==> config.mk <==
export PLATFORM = sky130hd
export DESIGN_NAME = mat_mul_ctrl_flat
export DESIGN_NICKNAME = d
export VERILOG_FILES = /design/src/rtl/mat_mul_ctrl_if.sv /design/src/rtl/mat_mul_ctrl.sv /design/src/flat_wrapper.sv
export SDC_FILE = /design/constraint.sdc
export NUM_CORES = 1
export LEC_CHECK = 0
export ABC_CLOCK_PERIOD_IN_PS = 3900
export BUFFER_PORTS_ARGS = -buffer_cell sky130_fd_sc_hd__buf_2
export CAP_MARGIN = 25
export CELL_PAD_IN_SITES_DETAIL_PLACEMENT = 1
export CELL_PAD_IN_SITES_GLOBAL_PLACEMENT = 1
export CORE_MARGIN = 3
export CORE_UTILIZATION = 43
export DETAILED_ROUTE_END_ITERATION = 8
export GPL_ROUTABILITY_DRIVEN = 0
export PLACE_DENSITY_LB_ADDON = 0.1
export SYNTH_ARGS = -nofsm -noshare
export SYNTH_HDL_FRONTEND = slang
export SYNTH_SLANG_ARGS = --single-unit
==> constraint.sdc <==
create_clock -name clk -period 3.9 [get_ports clk]
set_input_delay 0.195 -clock clk [delete_from_list [all_inputs] [get_ports clk]]
set_output_delay 0.195 -clock clk [all_outputs]
set_load 0.01 [all_outputs]
==> src/rtl/mat_mul_ctrl_if.sv <==
// rtl/mat_mul_ctrl_if.sv - job/row handshake and ALU/RAM control bundle for mat_mul_ctrl
interface mat_mul_ctrl_if;
    logic       start;
    logic [1:0] cfg_bank;
    logic       in_valid;
    logic       in_ready;
    logic       x_load;
    logic [1:0] x_load_sel;
    logic [3:0] rom_addr;
    logic [2:0] count_mul;
    logic       acc_en;
    logic       acc_first;
    logic       x_shift;
    logic       ram_we;
    logic [4:0] ram_addr;
    logic [1:0] ram_sel;
    logic       busy;
    logic       done;

    modport master (
        output start, cfg_bank, in_valid,
        input  in_ready, x_load, x_load_sel, rom_addr, count_mul, acc_en, acc_first,
               x_shift, ram_we, ram_addr, ram_sel, busy, done
    );

    modport slave (
        input  start, cfg_bank, in_valid,
        output in_ready, x_load, x_load_sel, rom_addr, count_mul, acc_en, acc_first,
               x_shift, ram_we, ram_addr, ram_sel, busy, done
    );
endinterface

==> src/rtl/mat_mul_ctrl.sv <==
// rtl/mat_mul_ctrl.sv - sequencer for the four-lane matrix-multiply ALU
module mat_mul_ctrl #(
    parameter int ROM_LAT = 1
) (
    input logic          clk,
    input logic          rst,
    mat_mul_ctrl_if.slave bus
);
    typedef enum logic [2:0] {
        IDLE  = 3'd0,
        LOAD  = 3'd1,
        MAC   = 3'd2,
        DRAIN = 3'd3,
        WRITE = 3'd4,
        DONE  = 3'd5
    } state_t;

    localparam logic DRAIN_LAST = (ROM_LAT == 2) ? 1'b1 : 1'b0;

    state_t     st, st_n;
    logic [1:0] bank, bank_n;
    logic [1:0] row, row_n;
    logic [2:0] j, j_n;
    logic [1:0] k, k_n;
    logic [1:0] i, i_n;
    logic       d, d_n;
    logic       mac_d, first_d;

    // The row word is only on the bus while in_valid is high, so the load strobe follows it directly.
    assign bus.x_load = bus.in_ready & bus.in_valid;

    always_comb begin
        st_n   = st;
        bank_n = bank;
        row_n  = row;
        j_n    = j;
        k_n    = k;
        i_n    = i;
        d_n    = d;
        case (st)
            IDLE: begin
                if (bus.start) begin
                    st_n   = LOAD;
                    bank_n = bus.cfg_bank;
                    row_n  = 2'd0;
                    j_n    = 3'd0;
                    k_n    = 2'd0;
                    i_n    = 2'd0;
                end
            end
            LOAD: begin
                if (bus.in_valid) begin
                    if (row == 2'd3) begin
                        st_n = MAC;
                        k_n  = 2'd0;
                    end else begin
                        row_n = row + 2'd1;
                    end
                end
            end
            MAC: begin
                if (k == 2'd3) begin
                    st_n = DRAIN;
                    d_n  = 1'b0;
                end else begin
                    k_n = k + 2'd1;
                end
            end
            DRAIN: begin
                if (d == DRAIN_LAST) begin
                    st_n = WRITE;
                    i_n  = 2'd0;
                end else begin
                    d_n = 1'b1;
                end
            end
            WRITE: begin
                if (i == 2'd3) begin
                    if (j == 3'd7) begin
                        st_n = DONE;
                    end else begin
                        st_n = MAC;
                        j_n  = j + 3'd1;
                        k_n  = 2'd0;
                    end
                end else begin
                    i_n = i + 2'd1;
                end
            end
            DONE:    st_n = IDLE;
            default: st_n = IDLE;
        endcase
    end

    // Outputs are registered from the next-state values so each one lines up with the state it describes.
    always_ff @(posedge clk) begin
        if (rst) begin
            st             <= IDLE;
            bank           <= 2'd0;
            row            <= 2'd0;
            j              <= 3'd0;
            k              <= 2'd0;
            i              <= 2'd0;
            d              <= 1'b0;
            mac_d          <= 1'b0;
            first_d        <= 1'b0;
            bus.in_ready   <= 1'b0;
            bus.x_load_sel <= 2'd0;
            bus.rom_addr   <= 4'd0;
            bus.count_mul  <= 3'd0;
            bus.acc_en     <= 1'b0;
            bus.acc_first  <= 1'b0;
            bus.x_shift    <= 1'b0;
            bus.ram_we     <= 1'b0;
            bus.ram_addr   <= 5'd0;
            bus.ram_sel    <= 2'd0;
            bus.busy       <= 1'b0;
            bus.done       <= 1'b0;
        end else begin
            st   <= st_n;
            bank <= bank_n;
            row  <= row_n;
            j    <= j_n;
            k    <= k_n;
            i    <= i_n;
            d    <= d_n;

            // ROM data for an address issued in a MAC cycle arrives ROM_LAT cycles later.
            mac_d         <= (st == MAC);
            first_d       <= (st == MAC) && (k == 2'd0);
            bus.acc_en    <= (ROM_LAT == 2) ? mac_d   : (st == MAC);
            bus.acc_first <= (ROM_LAT == 2) ? first_d : ((st == MAC) && (k == 2'd0));

            bus.in_ready   <= (st_n == LOAD);
            bus.x_load_sel <= (st_n == LOAD) ? row_n : 2'd0;
            bus.rom_addr   <= (st_n == MAC) ? {bank_n, k_n} : 4'd0;
            bus.count_mul  <= (st_n == IDLE || st_n == LOAD) ? 3'd0 : j_n;
            bus.x_shift    <= (st_n == WRITE) && (i_n == 2'd3) && (j_n != 3'd7);
            bus.ram_we     <= (st_n == WRITE);
            bus.ram_addr   <= (st_n == WRITE) ? {j_n, i_n} : 5'd0;
            bus.ram_sel    <= (st_n == WRITE) ? i_n : 2'd0;
            bus.busy       <= (st_n != IDLE);
            bus.done       <= (st_n == DONE);
        end
    end
endmodule

==> src/flat_wrapper.sv <==
// flat-port wrapper written by rule: the top's interface ports become plain ports
module mat_mul_ctrl_flat 
#(
    parameter int ROM_LAT = 1
)
  (clk, rst, bus_start, bus_cfg_bank, bus_in_valid, bus_in_ready, bus_x_load, bus_x_load_sel, bus_rom_addr, bus_count_mul, bus_acc_en, bus_acc_first, bus_x_shift, bus_ram_we, bus_ram_addr, bus_ram_sel, bus_busy, bus_done);
  mat_mul_ctrl_if bus_i ();
  input logic clk;
  input logic rst;
  input wire logic [$bits(bus_i.start)-1:0] bus_start;
  input wire logic [$bits(bus_i.cfg_bank)-1:0] bus_cfg_bank;
  input wire logic [$bits(bus_i.in_valid)-1:0] bus_in_valid;
  output wire logic [$bits(bus_i.in_ready)-1:0] bus_in_ready;
  output wire logic [$bits(bus_i.x_load)-1:0] bus_x_load;
  output wire logic [$bits(bus_i.x_load_sel)-1:0] bus_x_load_sel;
  output wire logic [$bits(bus_i.rom_addr)-1:0] bus_rom_addr;
  output wire logic [$bits(bus_i.count_mul)-1:0] bus_count_mul;
  output wire logic [$bits(bus_i.acc_en)-1:0] bus_acc_en;
  output wire logic [$bits(bus_i.acc_first)-1:0] bus_acc_first;
  output wire logic [$bits(bus_i.x_shift)-1:0] bus_x_shift;
  output wire logic [$bits(bus_i.ram_we)-1:0] bus_ram_we;
  output wire logic [$bits(bus_i.ram_addr)-1:0] bus_ram_addr;
  output wire logic [$bits(bus_i.ram_sel)-1:0] bus_ram_sel;
  output wire logic [$bits(bus_i.busy)-1:0] bus_busy;
  output wire logic [$bits(bus_i.done)-1:0] bus_done;
  assign bus_i.start = bus_start;
  assign bus_i.cfg_bank = bus_cfg_bank;
  assign bus_i.in_valid = bus_in_valid;
  assign bus_in_ready = bus_i.in_ready;
  assign bus_x_load = bus_i.x_load;
  assign bus_x_load_sel = bus_i.x_load_sel;
  assign bus_rom_addr = bus_i.rom_addr;
  assign bus_count_mul = bus_i.count_mul;
  assign bus_acc_en = bus_i.acc_en;
  assign bus_acc_first = bus_i.acc_first;
  assign bus_x_shift = bus_i.x_shift;
  assign bus_ram_we = bus_i.ram_we;
  assign bus_ram_addr = bus_i.ram_addr;
  assign bus_ram_sel = bus_i.ram_sel;
  assign bus_busy = bus_i.busy;
  assign bus_done = bus_i.done;
  mat_mul_ctrl #(.ROM_LAT(ROM_LAT)) u_core (.clk(clk), .rst(rst), .bus(bus_i));
endmodule
Word level (Yosys, flattened, before mapping)
Cells that the tools add are included.

storage, ports and cells
  register bits after elaboration = 38
  latch bits = 0
  RAM bits = 0
  bits in read-only memories = 0
  input port bits = 6
  output and inout port bits = 24
  word-level logic and storage cells = 88
  memories = 0

cells by class
  add/subtract/negate cells = 4
  multiply operators = 0
  div/mod/pow operators = 0
  order comparisons = 0
  equality and inequality tests = 15
  shifts and indexed selects = 0
  muxes and demuxes = 32
  bitwise gates (word level) = 4
  reductions and logical operators = 14

operators by type and width
  cell                   number
  $mux W3                10
  $mux W2                14
  $pmux W3 S5            1
  $eq A3 B3 Y1 const B   4
  $eq A3 B2 Y1 const B   3
  $eq A2 B2 Y1 const B   4
  $pmux W2 S4            1
  $reduce_or A2 Y1       4
  $add A2 B1 Y2 const B  3
  $eq A3 B1 Y1 const B   2
  $logic_not A3 Y1       2
  $pmux W2 S3            1
  $pmux W3 S2            1
  $pmux W2 S2            1
  $add A3 B1 Y3 const B  1
  $logic_and A1 B1 Y1    3
  $ne A3 B3 Y1 const B   1
  $not A1 Y1             3
  $reduce_bool A3 Y1     1
  $logic_not A2 Y1       1
  $mux W1                2
  $ne A2 B1 Y1 const B   1
  $pmux W1 S2            1
  $reduce_and A2 Y1      1
  other kinds (3)        3

Longest topological paths before layout
  depth in word-level cells = 7
  mapped depth = 6
  gate-level depth less buffers = 5

Worst setup path after synthesis
Ideal clock, no wire load.

  path type = register to register
  start = register u_core.st[2]
  end = register u_core.bus.x_shift
  library setup time = 100 ps
  arrival time = 1,442 ps
  required time = 3,800 ps
  slack = 2,358 ps
  cell stages (with the launch flop) = 7
  path buffers = 2
  period minus slack after synthesis = 1,542 ps
  path through = dfxtp_1 buf_6 or4b_1 buf_2 nand2_1 mux2i_2 a2111oi_4

between the ends
  longest elaborated chain between the ends = 6
  elaborated cells on any way between the ends = 19
  those cells by class = eq/ne (7); mux (9); reduce/logical (3)

ends and longest elaborated chain
  what                     RTL line               text
  from (decl)              mat_mul_ctrl.sv:20     state_t st, st_n;
  from (signal assigned)   mat_mul_ctrl.sv:120    st <= st_n;
  $mux W3                  mat_mul_ctrl.sv:53     if (row == 2'd3) begin
  $mux W3                  mat_mul_ctrl.sv:52     if (bus.in_valid) begin
  $pmux W3 S5              mat_mul_ctrl.sv:40     case (st)
  $eq A3 B3 Y1             mat_mul_ctrl.sv:138    bus.x_shift <= (st_n == WRITE) && (i_n == 2'd3) && (j_n != 3'd7);
  $logic_and A1 B1 Y1      mat_mul_ctrl.sv:138
  $logic_and A1 B1 Y1 (*)  mat_mul_ctrl.sv:138
  to (signal assigned)     mat_mul_ctrl.sv:138
  to (decl)                mat_mul_ctrl_if.sv:29  x_shift, ram_we, ram_addr, ram_sel, busy, done

Every way passes the cells marked *; elsewhere a longest branch is shown, timed or not.
A chain may end at the register's enable or synchronous reset.

Worst setup path in the final report
  start = register u_core.st[2]
  end = register u_core.bus.count_mul[1]

between the ends
  longest elaborated chain between the ends = 6
  elaborated cells on any way between the ends = 17
  those cells by class = eq/ne (5); mux (8); reduce/logical (4)

ends and longest elaborated chain
  what                                                     RTL line               text
  $mux W3                                                  mat_mul_ctrl.sv:53
  $mux W3                                                  mat_mul_ctrl.sv:52
  $pmux W3 S5                                              mat_mul_ctrl.sv:40
  $eq A3 B1 Y1 / $logic_not A3 Y1 (equally long branches)  mat_mul_ctrl.sv:137    bus.count_mul <= (st_n == IDLE || st_n == LOAD) ? 3'd0 : j_n;
  $logic_or A1 B1 Y1                                       mat_mul_ctrl.sv:137
  $reduce_or A2 Y1 (no line)                               n/a
  to (signal assigned)                                     mat_mul_ctrl.sv:137
  to (decl)                                                mat_mul_ctrl_if.sv:28  output in_ready, x_load, x_load_sel, rom_addr, count_mul, acc_en, acc_first,

Several ways; a longest one is shown, not always the timed one.

==> results.md <==
* Status: finished, final reports clean
* Via density per instance at ~5.4
* Synth cell types at between 40 and 50
* Final Critical Period at between 1500 and 2000 ps
* Main area contributors after synthesis: dfxtp_1, nor2_1, nor3_1
* Hold Crit Depth at 3
* Fmax at approximately 510 MHz
* Clock slew at reported path FFs at 110 ps
* CTS buffer count at 5
* Period utilisation layout at 0.504
* Wire per inst at 15.1 um
* Most crowded layer after global routing: met2
* Sequential fraction of the synthesis area at 0.475
* Leading area contributor after synthesis: dfxtp_1
* Post-Syn Nets at ~160
* Resize count post-CTS at 0
* Initial antenna violation count at 0
* Hold EP: u_core.bank[0]
* Worst Setup End Kind: register
* FF-to-FF Start: u_core.st[2]
* Hold Buf Count CTS at 0
* Critical path class: reg -> reg
* DIE WIDTH at 64.6 um
* Cell Area, Synth at roughly 1500 um2
* Total global-route track usage at 0.180
* Critical path required time at approximately 4200 ps
* Drt initial violations at 95
* FFs w/ async S/R, synth at 0
* Dpl cell area at ~1600 um2
* Met1 usage at 0.216
* CTS root buf: clkbuf_4
* Worst reg2reg path depth at 4
* Leak Pwr at a little over 0.0007 uW
* Routed via count at approximately 1,200
* Vias in the first global route at ~1,200
* Storage cell area at about 700 um2
* Clock latency on the worst-skew pair at ~350 ps
* Worst hold path type: in -> reg
* Post-Route Utilization at 0.540
* Most used flip-flop cell after synthesis: dfxtp_1
* Cell count after synthesis at around 160
* Yosys warning count at 0
* Worst slack at placement at about 2000 ps
* TritonCTS clock tree: built
* Final HPWL DP at ~2.6 mm
* VDD IR-drop max at 226 uV
* RSZ-0062 raised after global routing: no
* Synth-to-Final Area Change at 15.4%
* Fraction of layout cells with a size suffix above 1 at 0.267
* Core area at 3150 um2
* Hold path start: bus_cfg_bank[0]
* Final Setup Violations at 0
* Clk sinks at 35
* GR Overflow Total at 0
* Startpoint types: register
* Io pins at 30
* Worst clock skew at 9.96 ps
* Max transition margin at 0.523
* Final instance area at ~1700 um2
* CP Data Arrival Time at around 2200 ps
* Htree depth at 2
* Antenna-violating nets left at 0
* Area of the multi-input gates at a little under 700 um2
* #FFs+latches synth at 35
* First-pass GRT wire length at roughly 5.7 mm
* Clock Path Buffers at 2
* Initial DRT Pass Iterations at 4
* Die Y-Extent at 64.6 um
* PD cells at approximately 420 nW/um2
* EDFF count, synth at 0
* # DRC at 0
* Worst-Margin Slew at 708 ps
* Post-CTS setup buffers at 0
* Port-buffer cells at 29
* Final-report hold violation count at 0
* Final nets at around 190
* Slew Viols, Final at 0
* Synth top area share at 0.475
* Largest net degree at the start of global routing at 24
* Starting Density at 0.468
* Syn_area_per_cell at between 9 and 10 um2
* Final cell count without fillers at approximately 220
* Routed WL at between 3 and 4 mm
* DIE AREA at between 4000 and 5000 um2
* M3 GR Usage at 0.0555
* Ant. Diodes at 0
* Crit-path max FO at 19
* Setup TNS at 0 ps
* Met2 usage in global routing at 0.302
* Most frequent cells in the layout: dfxtp_1, buf_2, nor2_1
* Most common cell after layout, fill and taps aside: dfxtp_1
* Max cap viols at 0
* Rows at 20
* Setup slack after layout at around 1900 ps
* RR Endpoint: u_core.bus.count_mul[1]
* Cells after DPL at between 200 and 250
* Setup slack on the worst flop-to-flop path at between 1500 and 2000 ps
* Fillers at just under 400
-- worst max-delay path, stage by stage (launching register included) --
cell and delay (ps):
dfxtp_1 670, nor3b_2 420, and3_1 280, mux2_2 380, nor3_1 160
-- metrics by stage --
stage	hold slack [ps]	total power, uW
3_3_place_gp	462	406
5_1_grt	100	754
6_report	112	723
2_1_floorplan	280	397
4_1_cts	111	730
3_5_place_dp	487	407
-- layer usage --
layer / routed length, um / up-vias / part of all wire
met1: 1520 / 571 / 0.45
met4: 52 / 0 / 0.015
met3: 161 / 6 / 0.047
met2: 1660 / 26 / 0.49
met5: 0 / - / 0
li1: - / 600 / -
-- worst max path at each step --
stage                  from                       to  slack, ps  depth (start not counted)
2_1_floorplan  u_core.st[2]       u_core.bus.x_shift       2360                          6
3_3_place_gp   u_core.st[2]  u_core.bus.count_mul[1]       2040                          4
5_1_grt        u_core.st[2]  u_core.bus.count_mul[1]       1750                          4
6_report       u_core.st[2]  u_core.bus.count_mul[1]       1930                          4
3_5_place_dp   u_core.st[2]  u_core.bus.count_mul[1]       1940                          4
4_1_cts        u_core.st[2]  u_core.bus.count_mul[1]       1930                          4
-- kinds of logic (layout without fill, tap and decap cells) --
group / count (synthesis) / in the layout / synth area share
compound gates: 24 / 24 / 0.135
fa+ha+maj: 1 / 1 / 0.00848
buf+inv: 17 / 42 / 0.0653
flops: 35 / 35 / 0.475
mux: 5 / 5 / 0.0382
simple gates: 73 / 73 / 0.278
-- state kept, by name, indices dropped and copies added, names as in the netlist, 2 cells and up --
register,count
u_core.bus.count_mul,3
u_core.i,2
u_core.k,2
u_core.j,3
u_core.bus.x_load_sel,2
u_core.st,3
u_core.bus.ram_addr,4
u_core.row,2
u_core.bus.rom_addr,4
u_core.bank,2
-- area by class of cell --
class	instances	share of cell area
Tap cell	44	0.0323
Clock inverter	3	0.0397
Sequential cell	35	0.411
Clock buffer	5	0.0220
Timing Repair Buffer	29	0.0852
Inverter	5	0.0110
Multi-Input combinational cell	103	0.398
-- power by group --
group,switching [uW],internal [uW]
Sequential,4.77,362
Combinational,19.7,12.5
Clock,125,199
Total,149,574
-- synth_stat cells, types with 2 or more instances --
library cell / instances
nor2b_1: 2
o22ai_2: 2
clkbuf_1: 4
buf_4: 2
nor3b_1: 2
nor3_1: 9
dfxtp_1: 35
mux2_2: 2
nand2b_1: 2
nor4_1: 5
and3_1: 2
a31oi_1: 2
nand2_1: 9
a41oi_1: 2
buf_6: 3
mux2i_1: 2
nand4_1: 2
inv_1: 5
nand3_1: 3
buf_2: 2
and2_1: 4
nor2_1: 21
or3b_1: 2
a21oi_1: 6
No activity file was read; power rests on OpenSTA's default activity.
